<file path="config.mk">
export PLATFORM = sky130hd
export DESIGN_NAME = xor_stream_cipher_nch
export DESIGN_NICKNAME = d
export VERILOG_FILES = /design/src/rtl/xor_stream_cipher_nch.sv
export SDC_FILE = /design/constraint.sdc
export NUM_CORES = 1
export LEC_CHECK = 0
export ABC_CLOCK_PERIOD_IN_PS = 2700
export CORE_AREA = 8 8 153 226
export CTS_CLUSTER_DIAMETER = 30
export CTS_CLUSTER_SIZE = 40
export DETAILED_ROUTE_END_ITERATION = 10
export DIE_AREA = 0 0 161 234
export RECOVER_POWER = 100
export SLEW_MARGIN = 20
export SYNTH_ARGS = -nofsm -noshare
export SYNTH_HDL_FRONTEND = slang
export SYNTH_SLANG_ARGS = --single-unit
</file>
<file path="constraint.sdc">
create_clock -name clk -period 2.7 [get_ports clk]
set_clock_uncertainty 0.1 [all_clocks]
set_input_delay 0.675 -clock clk [delete_from_list [all_inputs] [get_ports clk]]
set_output_delay 0.675 -clock clk [all_outputs]
set_load 0.05 [all_outputs]
</file>
<file path="src/rtl/xor_stream_cipher_nch.sv">
// Multi-channel XOR stream cipher: CH independent Galois-LFSR keystreams, a serial
// configuration chain holding per-channel {taps, seed}, and optional periodic rekey.
module xor_stream_cipher_nch #(
  parameter int           N            = 48,
  parameter int           CH           = 2,
  parameter logic [N-1:0] TAPS_DEFAULT = 48'h000048000000,
  parameter logic [N-1:0] SEED_DEFAULT = 48'h000000000055,
  parameter int           REKEY_PERIOD = 0,
  parameter int           HB_LSB       = 7
) (
  input  logic          clk,
  input  logic          rst_n,
  input  logic          cfg_en,
  input  logic          cfg_i,
  output logic          cfg_o,
  input  logic [CH-1:0] ch_en,
  input  logic [CH-1:0] din,
  output logic [CH-1:0] dout,
  output logic [CH-1:0] dout_valid,
  output logic          busy,
  output logic [2:0]    heartbeat
);

  localparam int CW = CH * 2 * N;
  localparam logic [CW-1:0] CFG_DEFAULT = {CH{TAPS_DEFAULT, SEED_DEFAULT}};

  typedef enum logic [1:0] {
    S_RUN  = 2'd0,
    S_CFG  = 2'd1,
    S_LOAD = 2'd2
  } state_t;

  state_t                  state;
  logic [CW-1:0]           cfg_reg;
  logic [CH-1:0][N-1:0]    lfsr;
  logic [CH-1:0][N-1:0]    taps;
  logic [CH-1:0][N-1:0]    seed_eff;
  logic [CH-1:0][N-1:0]    lfsr_step;
  logic [CH-1:0]           advance;
  logic [CH-1:0]           rekey_hit;
  logic [15:0]             hb_cnt;

  // Per-channel key fields and next-state candidates. A zero seed would lock the
  // LFSR at zero forever, so it is replaced by 1 whenever a seed is loaded.
  // NOTE: every variable written in always_comb gets a default first so no latch is inferred.
  always_comb begin
    taps      = '0;
    seed_eff  = '0;
    lfsr_step = '0;
    advance   = '0;
    for (int c = 0; c < CH; c++) begin
      taps[c]      = cfg_reg[c*2*N+N +: N];
      seed_eff[c]  = (cfg_reg[c*2*N +: N] == '0) ? N'(1) : cfg_reg[c*2*N +: N];
      lfsr_step[c] = {1'b0, lfsr[c][N-1:1]} ^ (lfsr[c][0] ? taps[c] : '0);
      advance[c]   = (state == S_RUN) && !cfg_en && ch_en[c];
    end
  end

  generate
    if (REKEY_PERIOD > 0) begin : g_rekey
      localparam int RKW = $clog2(REKEY_PERIOD + 1);
      logic [CH-1:0][RKW-1:0] rk_cnt;

      always_ff @(posedge clk or negedge rst_n) begin
        if (!rst_n) begin
          rk_cnt <= '0;
        end else begin
          for (int c = 0; c < CH; c++) begin
            if (state == S_LOAD)
              rk_cnt[c] <= '0;
            else if (advance[c])
              rk_cnt[c] <= rekey_hit[c] ? '0 : rk_cnt[c] + RKW'(1);
          end
        end
      end

      always_comb begin
        rekey_hit = '0;
        for (int c = 0; c < CH; c++)
          rekey_hit[c] = (rk_cnt[c] == RKW'(REKEY_PERIOD - 1));
      end
    end else begin : g_no_rekey
      assign rekey_hit = '0;
    end
  endgenerate

  // Control FSM and channel datapath share one block so that configuration
  // always takes priority over channel enables on the same edge.
  // NOTE: sequential state uses non-blocking assignments so every register samples pre-edge values.
  // NOTE: the small LFSR/config arrays are flops, not RAM, so they take the async reset directly.
  always_ff @(posedge clk or negedge rst_n) begin
    if (!rst_n) begin
      state      <= S_RUN;
      cfg_reg    <= CFG_DEFAULT;
      lfsr       <= {CH{SEED_DEFAULT}};
      dout       <= '0;
      dout_valid <= '0;
    end else begin
      case (state)
        S_RUN: begin
          if (cfg_en) begin
            state      <= S_CFG;
            cfg_reg    <= {cfg_i, cfg_reg[CW-1:1]};
            dout       <= '0;
            dout_valid <= '0;
          end else begin
            for (int c = 0; c < CH; c++) begin
              if (ch_en[c]) begin
                dout[c]       <= din[c] ^ lfsr[c][0];
                dout_valid[c] <= 1'b1;
                lfsr[c]       <= rekey_hit[c] ? seed_eff[c] : lfsr_step[c];
              end else begin
                dout_valid[c] <= 1'b0;
              end
            end
          end
        end
        S_CFG: begin
          dout       <= '0;
          dout_valid <= '0;
          if (cfg_en)
            cfg_reg <= {cfg_i, cfg_reg[CW-1:1]};
          else
            state <= S_LOAD;
        end
        S_LOAD: begin
          dout       <= '0;
          dout_valid <= '0;
          lfsr       <= seed_eff;
          state      <= S_RUN;
        end
        default: begin
          state <= S_RUN;
        end
      endcase
    end
  end

  always_ff @(posedge clk or negedge rst_n) begin
    if (!rst_n)
      hb_cnt <= '0;
    else
      hb_cnt <= hb_cnt + 16'd1;
  end

  assign cfg_o     = (state == S_CFG) & cfg_reg[0];
  assign busy      = (state != S_RUN);
  assign heartbeat = hb_cnt[HB_LSB+2:HB_LSB];

endmodule
</file>
==> results.tsv <==
stage	metric	value	unit
run_status	status	completed	
synth	Yosys cell types	31	
power_and_ir_drop	Cell Pwr Density	870.3	nW/µm²
global_routing	grt ovf	0	
setup_path	CP peak stage delay	0.43	ns
routing	Routed WL	25.46	mm
die	Die Width	161	µm
setup_path	reg2reg setup slack	0.13	ns
timing	post-layout minimum cycle time	2.608	ns
routing	Remaining DRCs	0	
routing	vias per cell	5.046	
synth	Mean Syn Cell Area	12.07	µm²
setup_path	worst r2r src	state[1]$_DFFE_PN0P_	
setup_path	Worst Path Arrival	1.83	ns
power_and_ir_drop	Peak VDD IR	704.7	µV
cts	CTS Sinks	304	
die	Core Area	31430	µm²
placed_design	DPL Wire Length	15.98	mm
routing	DRT antenna net count	0	
cts	clk_lat worst skew	0.54	ns
setup_path	worst path cell trace	inv_1, ha_2, and2_0, buf_12	
layout	layout cells sized above 1	0.2706	
hold_path	Worst Hold End	hb_cnt[0]$_DFF_PN0_	
global_routing	largest net degree at the start of global routing	97	
synth	Post-synth top flop	dfrtp_1	
layout	max reg flops	192	
routing	Vias	8205	
global_routing	GRT Total Usage	0.1422	
synth	synthesized flop and latch total	304	
placed_design	pre-CTS WS	0.2825	ns
layout	Layout area overhead	16.49	%
layout	fin nets	1189	
placed_design	Placer Congestion	0.7296	
timing	Setup Total Neg Slack	0	ns
routing	DRT Pass-1 Iters	4	
setup_path	crit path max fanout	6	
synth	Synth warnings	0	
global_routing	initial antenna violation count	1	
die	die height	234	µm
synth	Post-Syn Area	13860	µm²
setup_path	crit-path leading delay family	flip-flops	
layout	Final Instance Area	16150	µm²
cts	CTS tree	done	
timing	Final Hold Viols	0	
synth	async set or reset register ratio after synthesis	1.000	
cts	Num CTS Buffers	48	
setup_path	WP buf/inv	2	
cts	CTS H-tree depth	2	
power_and_ir_drop	LEAKAGE	7.158	nW
timing	fmax	383.4	MHz
timing	Slew Limit Fails	0	
setup_path	Worst Path Required	1.92	ns
timing	final worst setup slack	0.09196	ns
global_routing	first-pass GRT wire length	44.79	mm
layout	most frequent cells in the layout	284 x dfrtp_1, 199 x nand2_1, 192 x mux2_2, 99 x xnor2_1, 97 x o21ai_0	
timing	post-route clock period utilization	0.9659	
layout	Reg area	7632	µm²
setup_path	Setup Crit Path Kind	register to output port	
routing	DR WL/cell	15.65	µm
cts	Reg clk slew, reported paths	0.06	ns
setup_path	category of the worst setup path launch point	register	
cts	Clock Tree Buf Depth	3	
timing	Slew headroom	0.05899	
die	starting density of the core	0.4410	
die	Die ar.	37670	µm²
timing	RSZ-0062 raised after global routing	no	
synth	Post-Synthesis Cells	1148	
setup_path	Critical-path top delay cell	dfrtp_1	
setup_path	RR Endpoint	cfg_reg[111]$_DFFE_PN0P_	
die	I/O pin count	17	
layout	Filler cells	2824	
placed_design	Post-Place Cell Area	14600	µm²
cts	CTS root buf	clkbuf_16	
hold_path	Hold Path Stages	1	
timing	Worst-Margin Slew	1.412	ns
routing	DRC violation total after the first TritonRoute iteration	360	
synth	EDFF count, synth	0	
hold_path	Hold Path Class	register to register	
die	# rows	80	
setup_path	worst r2r path cells	6	
layout	footprint of the multi-input gates	5808	µm²
global_routing	vias in the first global route	8882	
layout	diode count	0	
synth	syn_nets	1161	
setup_path	CP Capture Type	output port	
hold_path	Hold Startpoint	hb_cnt[0]$_DFF_PN0_	
run	max cap viols	0	
timing	# setup viols final	0	
layout	most common cell after layout, fill and taps aside	dfrtp_1	
synth	sequential-to-total area share from yosys stat	0.5506	
cts	# Post-CTS Setup Buffers	0	
placed_design	Port Buffer Count	16	
[logic make-up after synthesis]
| logic type | count (synthesis) | synth area share |
|---|---|---|
| fa+ha+maj | 5 | 0.004513 |
| xor+xnor | 102 | 0.06445 |
| buf+inv | 73 | 0.03096 |
| flops | 304 | 0.5506 |
| compound gates | 118 | 0.04549 |
| simple gates | 259 | 0.07943 |
| mux | 287 | 0.2246 |
[synthesized netlist by cell type, types with 2 or more instances]
library cell | instances | area (µm²)
inv_1 | 4 | 15.01
clkbuf_1 | 13 | 48.80
nor4_1 | 24 | 150.1
nand2_1 | 199 | 747.0
nand3_1 | 5 | 25.02
xnor2_1 | 99 | 867.1
o31ai_1 | 4 | 30.03
buf_2 | 25 | 125.1
mux2i_1 | 95 | 950.9
ha_1 | 5 | 62.56
dfrtp_1 | 284 | 7107
dfstp_2 | 20 | 525.5
o22ai_1 | 2 | 12.51
o21ai_0 | 82 | 410.4
buf_6 | 2 | 22.52
a21oi_1 | 6 | 30.03
nand4_1 | 6 | 37.54
o21bai_1 | 2 | 15.01
nor2_1 | 10 | 37.54
nand3b_1 | 2 | 15.01
buf_4 | 29 | 217.7
mux2_2 | 192 | 2162
xor2_1 | 3 | 26.28
and3_1 | 6 | 37.54
a21oi_4 | 2 | 32.53
or3b_1 | 2 | 17.52
nand2b_1 | 2 | 12.51
o21ai_1 | 20 | 100.1
[worst max-delay path by stage]
stage / startpoint / to / slack (ns) / cells after the start
floorplan: state[1]$_DFFE_PN0P_ / cfg_o / 0.80 / 3
global placement: cfg_en / cfg_reg[81]$_DFFE_PN0P_ / 0.31 / 4
detailed placement: cfg_en / cfg_reg[172]$_DFFE_PN0P_ / 0.28 / 4
CTS: state[0]$_DFFE_PN0P_ / busy / 0.07 / 4
global route: state[1]$_DFFE_PN0P_ / cfg_reg[118]$_DFFE_PN0P_ / 0.02 / 6
finish: state[1]$_DFFE_PN0P_ / cfg_o / 0.09 / 4
[report_power, final]
group	internal [W]	leakage [nW]	switching (W)
clock network	0.00400	0.812	0.00224
registers	0.00490	4.12	0.000250
logic	0.00115	2.23	0.00152
total	0.0100	7.16	0.00401
[worst reg2reg max path, stage by stage (launching register included)]
cell and delay (ns):
dfrtp_1 0.42, inv_1 0.11, ha_2 0.26, o21ai_0 0.55
buf_12 0.29, buf_6 0.32, mux2_2 0.40
[per-stage QoR]
| step | hold WS [ns] | total power (W) | instances | util |
|---|---|---|---|---|
| floorplan | 0.2794 | 0.007288 | 1148 | - |
| global placement | 0.3298 | 0.008000 | 1535 | 0.4644 |
| detailed placement | 0.3376 | 0.008043 | 1535 | 0.4644 |
| CTS | 0.3505 | 0.01438 | 1626 | 0.5182 |
| global route | 0.3774 | 0.01474 | 1626 | 0.5138 |
| finish | 0.3487 | 0.01405 | 1626 | 0.5138 |
[routing by layer]
layer	GRT usage	vias to the layer above	part of all wire	routed length, µm
met4	0.05630	2	0.030	774
met5	0	-	0.00051	13
li1	-	4009	-	-
met2	0.2563	71	0.52	13350
met1	0.1654	4071	0.42	10660
met3	0.02460	52	0.026	651
[layout make-up]
| type | count | share of cell area |
|---|---|---|
| inverter | 4 | 0.0009298 |
| sequential | 304 | 0.4726 |
| tap | 410 | 0.03177 |
| multi-input combinational | 771 | 0.3597 |
| clock inverter | 27 | 0.01891 |
| timing repair buffer | 47 | 0.03123 |
| clock buffer | 63 | 0.08484 |
[repair_timing]
action | 4_1_cts | 5_1_grt
setup endpoints to repair | 2 | 1
hold buffers | 1 | 0
resized for setup | 2 | 1
hold endpoints to repair | 20 | 0
cloned | 0 | 0
Power figures use the tool's default switching activity.
